[src/rtl/masked_mem_rdwr_arbiter.sv]
// -----------------------------------------------------------------------------
// masked_mem_rdwr_arbiter
//
// Shares one masked-memory controller between a read-request NoC stream and a
// write-request NoC stream. Whole messages are granted at a time: the header,
// then the body flits it announces. The two sources alternate round-robin.
// A new grant is only made while the controller reports idle, so read and
// write transactions never overlap inside the memory.
//
// Flits are passed straight through with no buffering. The only added latency
// is the single arbitration cycle (IDLE->HDR) at the start of each message.
//
// Ports
//   clk, rst                      clock, synchronous active-high reset
//   rd_req_val/data/rdy           read-request source stream
//   wr_req_val/data/rdy           write-request source stream
//   arb_ctrl_val/data, ctrl_arb_rdy  flit stream into the controller
//   ctrl_busy                     controller has a transaction in progress
//   grant_rd, grant_wr            registered ownership flags (one-hot or zero)
// -----------------------------------------------------------------------------
module masked_mem_rdwr_arbiter #(
    parameter int NOC_DATA_W = 512,
    parameter int MSG_LEN_HI = 29,
    parameter int MSG_LEN_LO = 8
) (
    input  logic                  clk,
    input  logic                  rst,
    input  logic                  rd_req_val,
    input  logic [NOC_DATA_W-1:0] rd_req_data,
    output logic                  rd_req_rdy,
    input  logic                  wr_req_val,
    input  logic [NOC_DATA_W-1:0] wr_req_data,
    output logic                  wr_req_rdy,
    output logic                  arb_ctrl_val,
    output logic [NOC_DATA_W-1:0] arb_ctrl_data,
    input  logic                  ctrl_arb_rdy,
    input  logic                  ctrl_busy,
    output logic                  grant_rd,
    output logic                  grant_wr
);

    localparam int LEN_W = MSG_LEN_HI - MSG_LEN_LO + 1;

    localparam logic [1:0] ST_IDLE  = 2'd0;
    localparam logic [1:0] ST_HDR   = 2'd1;
    localparam logic [1:0] ST_BODY  = 2'd2;
    localparam logic [1:0] ST_DRAIN = 2'd3;

    logic [1:0]       state_q, state_d;
    logic             win_wr_q, win_wr_d;   // 1: write source owns the controller
    logic             ptr_wr_q, ptr_wr_d;   // 1: write source wins the next tie
    logic [LEN_W-1:0] cnt_q, cnt_d;         // body flits still to pass
    logic             grant_rd_q, grant_rd_d;
    logic             grant_wr_q, grant_wr_d;

    logic             passing;
    logic             src_val;
    logic             hs;
    logic             pick_wr;
    logic [LEN_W-1:0] hdr_len;

    // Flit path: the owner's stream is wired straight to the controller while
    // the message is in flight; everything else sees rdy=0.
    assign passing       = (state_q == ST_HDR) || (state_q == ST_BODY);
    assign src_val       = win_wr_q ? wr_req_val : rd_req_val;
    assign arb_ctrl_val  = passing & src_val;
    assign arb_ctrl_data = win_wr_q ? wr_req_data : rd_req_data;
    assign rd_req_rdy    = passing & ~win_wr_q & ctrl_arb_rdy;
    assign wr_req_rdy    = passing &  win_wr_q & ctrl_arb_rdy;
    assign hs            = arb_ctrl_val & ctrl_arb_rdy;
    assign hdr_len       = arb_ctrl_data[MSG_LEN_HI:MSG_LEN_LO];

    // With both sources requesting the pointer decides; otherwise the only
    // requester wins.
    assign pick_wr = (rd_req_val && wr_req_val) ? ptr_wr_q : wr_req_val;

    assign grant_rd = grant_rd_q;
    assign grant_wr = grant_wr_q;

    always_comb begin
        state_d    = state_q;
        win_wr_d   = win_wr_q;
        ptr_wr_d   = ptr_wr_q;
        cnt_d      = cnt_q;
        grant_rd_d = grant_rd_q;
        grant_wr_d = grant_wr_q;
        case (state_q)
            ST_IDLE: begin
                if (!ctrl_busy && (rd_req_val || wr_req_val)) begin
                    win_wr_d   = pick_wr;
                    // The source just served goes to the back of the line.
                    ptr_wr_d   = ~pick_wr;
                    grant_rd_d = ~pick_wr;
                    grant_wr_d = pick_wr;
                    state_d    = ST_HDR;
                end
            end
            ST_HDR: begin
                if (hs) begin
                    cnt_d   = hdr_len;
                    state_d = (hdr_len == '0) ? ST_DRAIN : ST_BODY;
                end
            end
            ST_BODY: begin
                if (hs) begin
                    cnt_d = cnt_q - LEN_W'(1);
                    if (cnt_q == LEN_W'(1)) begin
                        state_d = ST_DRAIN;
                    end
                end
            end
            ST_DRAIN: begin
                // At least one cycle here: the controller raises busy one
                // cycle after it accepts the last flit.
                if (!ctrl_busy) begin
                    grant_rd_d = 1'b0;
                    grant_wr_d = 1'b0;
                    state_d    = ST_IDLE;
                end
            end
            default: begin
                state_d = ST_IDLE;
            end
        endcase
    end

    always_ff @(posedge clk) begin
        if (rst) begin
            state_q    <= ST_IDLE;
            win_wr_q   <= 1'b0;
            ptr_wr_q   <= 1'b0;
            cnt_q      <= '0;
            grant_rd_q <= 1'b0;
            grant_wr_q <= 1'b0;
        end else begin
            state_q    <= state_d;
            win_wr_q   <= win_wr_d;
            ptr_wr_q   <= ptr_wr_d;
            cnt_q      <= cnt_d;
            grant_rd_q <= grant_rd_d;
            grant_wr_q <= grant_wr_d;
        end
    end

endmodule

[config.mk]
export PLATFORM = sky130hd
export DESIGN_NAME = masked_mem_rdwr_arbiter
export DESIGN_NICKNAME = d
export VERILOG_FILES = /design/src/rtl/masked_mem_rdwr_arbiter.sv
export SDC_FILE = /design/constraint.sdc
export NUM_CORES = 1
export LEC_CHECK = 0
export CAP_MARGIN = 20
export CORE_AREA = 5 5 592 594
export DETAILED_ROUTE_END_ITERATION = 7
export DIE_AREA = 0 0 597 599
export HOLD_SLACK_MARGIN = 0.12
export SETUP_SLACK_MARGIN = 0.15
export SYNTH_ARGS = -nofsm -noshare
export SYNTH_HDL_FRONTEND = slang
export SYNTH_SLANG_ARGS = --single-unit
export TNS_END_PERCENT = 1
[constraint.sdc]
create_clock -name clk -period 7.1 [get_ports clk]
set_input_delay 1.42 -clock clk [delete_from_list [all_inputs] [get_ports clk]]
set_output_delay 1.42 -clock clk [all_outputs]
set_load 0.01 [all_outputs]
==> flow_summary.yaml <==
status:
  outcome: "completed"
cts:
  numClockSinks: 28
  cts.clk_slew.worst_paths_ns: 0.09
  root_buffer: "clkbuf_16"
  numCtsBuffers: 3
  cts_tree: "built"
  cts_buffer_depth: 2
  insertion_delay_ns: 0.28
  cts-resized-gates: 0
  holdBufCountCts: 0
  htree_levels: 1
  cts_setup_buffers: 0
sta:
  finalWorstSetupSlack_ns: 2.20
  max_freq_mhz: 204
  clock_skew_ns: 0.00471
  final.setup.tns_ns: 0
  post-route-period-util_pct: 69.1
  setup_viol: 0
  hold_viol_final: 0
  min_period_ns: 4.90
  slew_headroom_pct: 17.1
  maxSlewViolCount: 0
  worst_slew_pin_slew_ns: 1.24
  rsz0062_at_grt: "no"
route:
  via_per_inst: 2.35
  wl_met2_um: 143000
  wl_met3_um: 78300
  wl_um: 345000
  dr_total_vias: 16500
  drc: 0
  wl_met1_um: 114000
  top_layer: "met5"
  antenna_left: 0
  drtIter0Drc: 828
  wl_per_cell_um: 49.1
  first_pass_iters: 4
global_routing:
  overflow: 0
  grt_pass1_vias: 14800
  antenna_found_initial: 612
  grt_max_degree: 124
  grt_pass1_wl_um: 375000
  gr-usage-all-layers_pct: 18.4
yosys:
  syn_nets: 1882
  yosysTopAreaCell: "mux2_2"
  seq_area_frac_synth_pct: 7.02
  netlist.area_leader.share_pct: 71.9
  synth-main-ff-cell: "dfxtp_1"
  netlist_instances: 845
  synthArstFlopShare_pct: 0
  ys_warn_count: 0
  synth_area_leaders: "mux2_2 72%, dfxtp_1 7.0%, clkbuf_1 3.1%"
  synth_seq_cells: 28
  synth_edf_count: 0
  synth_cell_type_count: 51
  netlist_area_um2: 7990
  avgSynthCellArea_um2: 9.45
hold_path:
  hold_class: "reg -> reg"
finish:
  synthToLayoutAreaGrowth_pct: 270
  layout_commonest_cell: "clkdlybuf4s50_1"
  nets: 3380
  drive_gt1_share_pct: 23.8
  fillers: 40100
  layout_common_cells: "1535 x clkdlybuf4s50_1, 510 x mux2_2, 27 x nor2_1, 27 x dfxtp_1, 25 x nand2_1"
die:
  floorplan.initialDensity_pct: 2.32
  die_h_um: 599
  die_area_um2: 358000
  core_area_um2: 345000
  ios: 1547
  die_x_um: 597
  rows: 216
flow_run:
  max_cap_violations: 0
worst_setup_path:
  required_ns: 5.68
  critPathKind: "in -> out"
  cp.arrival_ns: 3.48
  end_kind: "output port"
  start_kind: "primary input"
  critPathMaxFanout: 1
placement:
  place_congestion: 0.859
  dp_hpwl_um: 333000
  port_buffers: 1546
  pre_cts_slack_ns: 2.25
pwr:
  power.leakage_nw: 8.83
  ir_drop_mv: 0.0927
  powerDensity_nw_per_um2: 133
report_power, final:
part | switching, mW | internal (mW)
combinational | 1.89 | 1.65
sequential | 0.0369 | 0.179
clock | 0.0724 | 0.0872
sequential cells by signal (all words and copies together), names as in the netlist:
name,count
win_wr_q,1
cnt_q,22
ptr_wr_q,1
grant_wr,1
grant_rd,1
state_q,2
synth_stat cells (2+ instances only):
cell	instances
nor4_1	12
dfxtp_1	28
mux2_2	510
o22ai_1	6
inv_1	9
nand2_1	25
a311oi_1	2
buf_1	4
clkbuf_1	67
nor4b_1	2
nor2b_1	4
o21a_1	2
mux2i_1	5
a22oi_1	7
or4_4	2
and2_1	6
a21o_1	5
or3_1	4
o211ai_1	2
o21ai_1	3
ha_1	7
a21oi_1	22
nor3_1	8
nor2_1	27
or4_1	4
or2_2	3
a211oi_1	3
nand4_1	7
o31ai_1	3
a31oi_1	6
nand3_1	5
o21ai_0	21
and3_1	3
nand2b_1	4
path summary, 6_finish.rpt:
path,from,to,slack [ns],cells past startpoint
max reg2reg,win_wr_q$_SDFFE_PP0P_,state_q[0]$_SDFFE_PP0P_,4.31,7
min,cnt_q[21]$_SDFFE_PP0P_,cnt_q[21]$_SDFFE_PP0P_,0.48,2
max,wr_req_data[504],arb_ctrl_data[504],2.20,3
min reg2reg,cnt_q[21]$_SDFFE_PP0P_,cnt_q[21]$_SDFFE_PP0P_,0.48,2
final cells by class:
class / count / area [um2] / area share, %
timing repair buffer: 1565 / 15800 / 53.4
multi-input combinational: 735 / 7120 / 24.1
tap: 4578 / 5730 / 19.4
sequential: 28 / 564 / 1.91
antenna: 93 / 233 / 0.788
clock buffer: 4 / 88.8 / 0.301
inverter: 10 / 37.5 / 0.127
worst max-delay path, stage by stage:
cell,delay [ns]
clkdlybuf4s50_1,0.52
mux2_2,0.19
clkdlybuf4s50_1,1.29
stage by stage:
step | power, mW | utilization (%) | instance area (um2) | instances | hold slack (ns)
floorplan | 1.31 | - | 7990 | 845 | 0.451
finish | 3.92 | 8.57 | 29500 | 7013 | 0.481
global route | 4.10 | 8.52 | 29400 | 6949 | 0.529
detailed placement | 3.88 | 8.44 | 29100 | 6911 | 0.475
CTS | 4.07 | 8.46 | 29200 | 6915 | 0.486
global placement | 3.89 | 8.44 | 29100 | 6910 | 0.483
cells by family (layout without fill, tap and decap cells):
| kind of cell | Yosys count | after routing | share of synthesized area [%] |
|---|---|---|---|
| buf+inv | 82 | 1579 | 3.95 |
| fa+ha+maj | 7 | 7 | 1.10 |
| other cells | 0 | 93 | 0 |
| simple gates | 120 | 120 | 7.96 |
| mux | 515 | 515 | 72.5 |
| compound gates | 93 | 93 | 7.43 |
| flops | 28 | 28 | 7.02 |
layer usage:
| metal | up-vias | track usage [%] |
|---|---|---|
| met2 | 1636 | 27.7 |
| met3 | 935 | 21.0 |
| li1 | 6343 | - |
| met4 | 582 | 1.22 |
| met5 | - | 0 |
| met1 | 6993 | 17.2 |
No activity file was read; power rests on OpenSTA's default activity.
